`src/rtl/nn_pkg.sv`:
```
// Shared neural-layer definitions: default data formats
// and the MAC writer state encoding.
package nn_pkg;

    localparam int DEF_DATA_W = 8;
    localparam int DEF_ACC_W  = 24;
    localparam int DEF_FRAC   = 4;

    typedef enum logic [1:0] {
        IDLE  = 2'd0,
        RUN   = 2'd1,
        DRAIN = 2'd2,
        DONE  = 2'd3
    } state_t;

endpackage

```
`src/rtl/neuron_mac_writer_relu_sat.sv`:
```
// Activation: rescale accumulator to DATA_W fixed point,
// then ReLU with positive saturation.
module relu_sat
    import nn_pkg::*;
#(
    parameter int DATA_W = DEF_DATA_W,
    parameter int ACC_W  = DEF_ACC_W,
    parameter int FRAC   = DEF_FRAC
) (
    input  logic signed [ACC_W-1:0]  x,
    output logic        [DATA_W-1:0] y
);

    localparam logic signed [ACC_W-1:0] MAX =
        ACC_W'((1 << (DATA_W - 1)) - 1);

    logic signed [ACC_W-1:0] shifted;

    // Shift out the extra fraction bits, then clamp to [0, MAX]
    always_comb begin
        shifted = x >>> FRAC;
        y       = '0;
        if (shifted < 0) begin
            y = '0;
        end else if (shifted > MAX) begin
            y = MAX[DATA_W-1:0];
        end else begin
            y = shifted[DATA_W-1:0];
        end
    end

endmodule

```
`src/rtl/neuron_mac_writer.sv`:
```
// Multiply-accumulate over a neuron's inputs and write the
// activated result back to neuron memory, one neuron at a time.
module neuron_mac_writer
    import nn_pkg::*;
#(
    parameter int DATA_W = DEF_DATA_W,
    parameter int ACC_W  = DEF_ACC_W,
    parameter int FRAC   = DEF_FRAC
) (
    input  logic              clk,
    input  logic              reset,
    input  logic              start,
    input  logic              neuron_finished,
    input  logic              finished,
    input  logic [7:0]        neuro_write_addr,
    input  logic [DATA_W-1:0] weight_data,
    input  logic [DATA_W-1:0] neuro_data,
    output logic              wr_en,
    output logic [7:0]        wr_addr,
    output logic [DATA_W-1:0] wr_data,
    output logic              busy,
    output logic              done
);

    state_t state, state_nx;

    logic                      valid_d;
    logic                      last_d;
    logic                      final_d;
    logic [7:0]                waddr_d;
    logic                      wr_final;
    logic signed [ACC_W-1:0]   acc;
    logic signed [ACC_W-1:0]   acc_next;
    logic signed [2*DATA_W-1:0] w_ext;
    logic signed [2*DATA_W-1:0] x_ext;
    logic signed [2*DATA_W-1:0] prod;
    logic [DATA_W-1:0]         act;
    logic                      abort;
    logic                      capture;
    logic                      commit;

    assign w_ext = {{DATA_W{weight_data[DATA_W-1]}}, weight_data};
    assign x_ext = {{DATA_W{neuro_data[DATA_W-1]}}, neuro_data};
    assign prod  = w_ext * x_ext;

    assign acc_next =
        acc + {{(ACC_W-2*DATA_W){prod[2*DATA_W-1]}}, prod};

    // A restart while active throws away the partial neuron
    assign abort   = start && (state == RUN || state == DRAIN);
    assign capture = (state == RUN) && !start;
    assign commit  = valid_d && last_d && !abort;

    relu_sat #(
        .DATA_W (DATA_W),
        .ACC_W  (ACC_W),
        .FRAC   (FRAC)
    ) u_act (
        .x (acc_next),
        .y (act)
    );

    // Next-state logic
    always_comb begin
        state_nx = state;
        unique case (state)
            IDLE:    if (start) state_nx = RUN;
            RUN: begin
                if (start)         state_nx = RUN;
                else if (finished) state_nx = DRAIN;
            end
            DRAIN: begin
                if (start)                  state_nx = RUN;
                else if (wr_en && wr_final) state_nx = DONE;
            end
            DONE:    state_nx = IDLE;
            default: state_nx = IDLE;
        endcase
    end

    // State register
    always_ff @(posedge clk or negedge reset) begin
        if (!reset) state <= IDLE;
        else        state <= state_nx;
    end

    // Delay address-side flags by one cycle to line up with read data;
    // a lone 'finished' also closes the current neuron
    always_ff @(posedge clk or negedge reset) begin
        if (!reset) begin
            valid_d <= 1'b0;
            last_d  <= 1'b0;
            final_d <= 1'b0;
            waddr_d <= '0;
        end else if (capture) begin
            valid_d <= 1'b1;
            last_d  <= neuron_finished | finished;
            final_d <= finished;
            waddr_d <= neuro_write_addr;
        end else begin
            valid_d <= 1'b0;
            last_d  <= 1'b0;
            final_d <= 1'b0;
            waddr_d <= '0;
        end
    end

    // Accumulator restarts from zero right after each neuron's last product
    always_ff @(posedge clk or negedge reset) begin
        if (!reset)            acc <= '0;
        else if (abort)        acc <= '0;
        else if (commit)       acc <= '0;
        else if (valid_d)      acc <= acc_next;
    end

    // Write port: one strobe per completed neuron
    always_ff @(posedge clk or negedge reset) begin
        if (!reset) begin
            wr_en    <= 1'b0;
            wr_final <= 1'b0;
            wr_addr  <= '0;
            wr_data  <= '0;
        end else begin
            wr_en    <= commit;
            wr_final <= commit && final_d;
            if (commit) begin
                wr_addr <= waddr_d;
                wr_data <= act;
            end
        end
    end

    // Status flags registered from the upcoming state
    always_ff @(posedge clk or negedge reset) begin
        if (!reset) begin
            busy <= 1'b0;
            done <= 1'b0;
        end else begin
            busy <= (state_nx == RUN) || (state_nx == DRAIN);
            done <= (state_nx == DONE);
        end
    end

endmodule

```
`config.mk`:
```
export PLATFORM = sky130hd
export DESIGN_NAME = neuron_mac_writer
export DESIGN_NICKNAME = d
export VERILOG_FILES = /design/src/rtl/nn_pkg.sv /design/src/rtl/neuron_mac_writer_relu_sat.sv /design/src/rtl/neuron_mac_writer.sv
export SDC_FILE = /design/constraint.sdc
export NUM_CORES = 1
export LEC_CHECK = 0
export ABC_AREA = 1
export BUFFER_PORTS_ARGS = -buffer_cell sky130_fd_sc_hd__buf_2
export CORE_ASPECT_RATIO = 0.7
export CORE_MARGIN = 2
export CORE_UTILIZATION = 65
export DETAILED_ROUTE_END_ITERATION = 10
export HOLD_SLACK_MARGIN = 0.05
export PLACE_DENSITY = 0.88
export SETUP_SLACK_MARGIN = 0.2
export SYNTH_ARGS = -nofsm -noshare
export SYNTH_HDL_FRONTEND = slang
export SYNTH_SLANG_ARGS = --single-unit
```
`constraint.sdc`:
```
create_clock -name clk -period 3.5 [get_ports clk]
set_input_delay 0.7 -clock clk [delete_from_list [all_inputs] [get_ports clk]]
set_output_delay 0.7 -clock clk [all_outputs]
set_load 0.1 [all_outputs]
```
==> results of run 1 <==
cells in the mapped netlist, types with 2 or more instances:
cell        n
a21o_1      2
o22ai_1     2
nand3_1    42
a31oi_1     3
nand2_2    14
o21ai_0    26
and2_1      2
inv_2       5
nor2_1     42
a32o_1      4
nor2_2      4
clkinv_1    2
a21oi_1    28
ha_1       59
nand3b_1    3
fa_1       56
xnor2_1    10
nand3_2     4
clkbuf_1   24
nand2_1   244
dfrtp_1    57
nor3_1      6
inv_1     204
o21bai_1    2
nand4_1     6
xor2_1     14
through the flow:
| stage | setup slack [ps] | area (µm²) | utilization | hold WS, ps |
|---|---|---|---|---|
| floorplan | -2370 | 6970 | - | 404 |
| detailed placement | -3230 | 7940 | 0.826 | 444 |
| CTS | -2480 | 9220 | 0.959 | 428 |
| global placement | -3050 | 7940 | 0.826 | 428 |
cell families after synthesis:
| family | after synthesis | synth area share |
|---|---|---|
| simple gates | 371 | 0.247 |
| buf+inv | 235 | 0.138 |
| fa+ha+maj | 115 | 0.292 |
| compound gates | 72 | 0.0660 |
| flops | 57 | 0.224 |
| xor+xnor | 24 | 0.0330 |
timing repair:
| action | 4_1_cts |
|---|---|
| gates resized for setup | 182 |
| cloned | 0 |
| pin swaps | 102 |
| endpoints found under the setup margin | 27 |
| setup buffers | 33 |
==> flow_summary_export.csv, run 1 <==
group,metric,value,unit
outcome,outcome,"stopped before the end",
outcome,stop_stage,"global routing (5_1_grt)",
outcome,error,"[ERROR DPL-0038] Utilization greater than 100%, impossible to legalize",
floorplan,start_util,0.663,
cts,htree_num_levels,3,
cts,cts-hold-fix-buffers,0,
floorplan,io_pins,48,
floorplan,die_w,122,µm
synth,synth_area_per_cell,7.29,µm²
synth,synthArstFlopShare,1.00,
placed_design,routabilityCongestion,0.925,
cts,cts.sinks,57,
floorplan,num_rows,30,
synth,syn_nets,1018,
timing,postGrtWorstEndpoint,"wr_data[5]$_DFFE_PN0P_/D",
synth,synth_top_cell_by_area,"dfrtp_1",
cts,cts_buffer_depth,2,
synth,ys_ff_latch,57,
synth,yosysUniqueCellTypes,35,
synth,synth_edf_count,0,
cts,root_buffer,"clkbuf_16",
timing,worstEndpointType,"sequential cell input",
synth,yosys_warnings,0,
synth,synth_seq_area_share,0.224,
floorplan,die_y,86.8,µm
placed_design,port_buffers,47,
synth,synth.area.top_cells,"dfrtp_1 22%, fa_1 18%, nand2_1 14%",
grt,grt_max_degree,29,
placed_design,dp.cells,1132,
synth,ys.flop_type,"dfrtp_1",
cts,numCtsBuffers,9,
placed_design,dp_hpwl,14.2,mm
synth,netlist_area,0.00637,mm²
synth,syn_inst,874,
synth,synth_top_area_share,0.224,
==> inputs of run 2 (changes only) <==
--- a/config.mk
+++ b/config.mk
@@ -7,13 +7,10 @@
 export LEC_CHECK = 0
 export ABC_AREA = 1
 export BUFFER_PORTS_ARGS = -buffer_cell sky130_fd_sc_hd__buf_2
-export CORE_ASPECT_RATIO = 0.7
 export CORE_MARGIN = 2
-export CORE_UTILIZATION = 65
+export CORE_UTILIZATION = 40
 export DETAILED_ROUTE_END_ITERATION = 10
-export HOLD_SLACK_MARGIN = 0.05
-export PLACE_DENSITY = 0.88
-export SETUP_SLACK_MARGIN = 0.2
+export PLACE_DENSITY_LB_ADDON = 0.15
 export SYNTH_ARGS = -nofsm -noshare
 export SYNTH_HDL_FRONTEND = slang
 export SYNTH_SLANG_ARGS = --single-unit
==> run 2 against run 1 <==
The flow now finishes, with violations (negative setup slack). Synthesized area stayed put. Synthesized cell count unchanged.
==> flow_summary_export.csv, run 2 <==
group,metric,value,unit
finish,fin_util,0.620,
grt,grt_pass1_vias,5868,
worst_setup_path,crit_type,"in -> reg",
finish,largest_register_ff_count,24,
timing,slew_violations,0,
floorplan,io_pins,48,
cts,numCtsBuffers,9,
synth,ys_ff_latch,57,
synth,synth_seq_area_share,0.224,
finish,diodes,0,
finish,final_common_cell,"nand2_1",
synth,syn_inst,874,
cts,clk_latency,330,ps
worst_setup_path,slowest_stage,"fa_1",
worst_setup_path,crit_required,3710,ps
synth,ys.flop_type,"dfrtp_1",
cts,cts.sinks,57,
route,dr_total_vias,6010,
synth,yosys_warnings,0,
finish,top_register,"acc",
route,routed_via_density,4.68,
floorplan,dieArea,0.0170,mm²
cts,cts-hold-fix-buffers,0,
floorplan,coreArea,0.0157,mm²
synth,synth_top_area_share,0.224,
worst_setup_path,end_kind,"register",
grt,grt_antenna_before_repair,0,
cts,cts_buffer_depth,2,
timing,min_period,5900,ps
floorplan,start_util,0.405,
synth,synth.area.top_cells,"dfrtp_1 22%, fa_1 18%, nand2_1 14%",
synth,synth_top_cell_by_area,"dfrtp_1",
synth,synthTopCellsByCount,"244 x nand2_1, 204 x inv_1, 59 x ha_1",
finish,final_cell_mix,"185 x nand2_1, 173 x inv_1, 131 x buf_4",
worst_setup_path,critical-path-top-delay-family,"adder cells",
grt,grt_max_degree,44,
flow_run,maxCapViolCount,0,
worst_setup_path,cpPeakStageDelay,580,ps
route,drc,0,
synth,synth_area_per_cell,7.29,µm²
synth,syn_nets,1018,
min_path,min_path_type,"reg -> reg",
placed_design,port_buffers,47,
route,drt-pass1-iter-count,4,
timing,fmaxAchievable,170,MHz
grt,globalRouteTotalUtil,0.213,
worst_setup_path,cpMostUsedCell,"nand2_1",
timing,finalSetupViolCount,26,
cts,htree_num_levels,3,
placed_design,dp_hpwl,12.9,mm
grt,grt_pass1_wl,28.5,mm
floorplan,die_y,130,µm
finish,drive_gt1_frac,0.427,
timing,worst_slew_pin_slew,1000,ps
finish,nFillCells,1367,
timing,hold_slack,444,ps
outcome,violations,"negative setup slack",
floorplan,num_rows,46,
cts,clk_pin_slew_worst_paths,60,ps
synth,yosysUniqueCellTypes,35,
placed_design,dp.cells,1233,
synth,netlist_area,0.00637,mm²
worst_setup_path,cp.buffers_inverters,7,
worst_setup_path,crit_path_start_kind,"input port",
route,antenna_left,0,
finish,layout.cells.non_filler,1285,
cts,cts_tree,"built",
timing,relSlewSlack,0.331,
route,drt_iter0_drc,305,
floorplan,die_w,130,µm
timing,rsz0062_at_grt,"yes",
synth,synth_edf_count,0,
synth,synthArstFlopShare,1.00,
finish,area_delta_synth_final,52.9,%
worst_setup_path,cp_max_fo,7,
placed_design,routabilityCongestion,0.882,
route,wl,17.3,mm
finish,layout.nets,1208,
timing,final_hold_viol_count,0,
cts,root_buffer,"clkbuf_16",
worst_setup_path,cp.arrival,6110,ps
timing,finalCritPeriodShare,1.69,
route,avgRoutedWirePerCell,13.4,µm
grt,grt_overflow,0,
timing,fin_ws,-2400,ps
timing,worst_clock_skew,4.68,ps
outcome,outcome,"finished with violations",
synth,synth.most_common_cell,"nand2_1",
[run 2: cell counts after synthesis]
Identical to the previous run, type by type.
[run 2: repair_timing]
action / CTS / global route
gates resized for setup: 126 / 129
cloned: 0 / 0
buffers inserted: 27 / 14
setup endpoints to repair: 27 / 27
pin swaps: 71 / 92
[run 2: area by class of cell]
type	count	area (µm²)	area share
Clock buffer	9	225	0.0231
Timing Repair Buffer	203	1630	0.167
Multi-Input combinational cell	582	5330	0.547
Tap cell	216	270	0.0277
Inverter	211	807	0.0829
Clock inverter	7	60.1	0.00617
Sequential cell	57	1430	0.146
[run 2: path summary, 6_finish.rpt]
kind,start,end,slack (ps),depth (start not counted)
max in group asynchronous,reset,wr_addr[4],2220,2
min in group asynchronous,reset,acc[3],540,1
min,waddr_d[5],wr_addr[5],440,2
max reg2reg,acc[0],wr_data[6],930,19
max,neuro_data[3],wr_data[6],-2400,36
min reg2reg,waddr_d[5],wr_addr[5],440,2
[run 2: cell families (layout without fill, tap and decap cells)]
logic type               count (synthesis)  after routing  share of synthesized area
flip-flops                              57             57                      0.224
AND/OR/NAND/NOR                        371            371                      0.247
adder cells (fa/ha/maj)                115            115                      0.292
XOR/XNOR                                24             24                     0.0330
AO/OA/AOI/OAI                           72             72                     0.0660
buffers and inverters                  235            430                      0.138
[run 2: per-layer routing]
| metal | vias to the layer above | wire (µm) | track usage |
|---|---|---|---|
| li1 | 3008 | - | - |
| met5 | - | 0 | 0 |
| met1 | 2888 | 8470 | 0.317 |
| met4 | 0 | 134 | 0.0411 |
| met2 | 108 | 8080 | 0.336 |
| met3 | 6 | 591 | 0.0271 |
[run 2: metrics by stage]
stage / setup TNS [ps] / cell area, µm² / setup slack, ps
after floorplan: -45290 / 6950 / -2370
after global placement: -60570 / 8160 / -2940
after detailed placement: -61470 / 8160 / -2990
after CTS: -46490 / 9140 / -2380
after global routing: -53240 / 9740 / -2700
final: -47050 / 9740 / -2400
[run 2: worst reg2reg max path, cell delays in order, from the launching register on]
cell and delay, ps:
dfrtp_1 350, ha_1 180, inv_1 60, fa_1 410
inv_1 110, nand3_2 90, nand3_4 130, nand2_1 70
nand2_2 80, nand2_1 90, nand3_1 110, nand2_2 90
nor2_2 90, nand3_1 80, nor2_1 130, nand3_2 120
nand2_4 120, nand2_1 60, nand2_1 60, nand2_1 50
Power of run 2 is not shown: default switching activity piles up to over one toggle a cycle in this logic, so the estimate is an artifact.
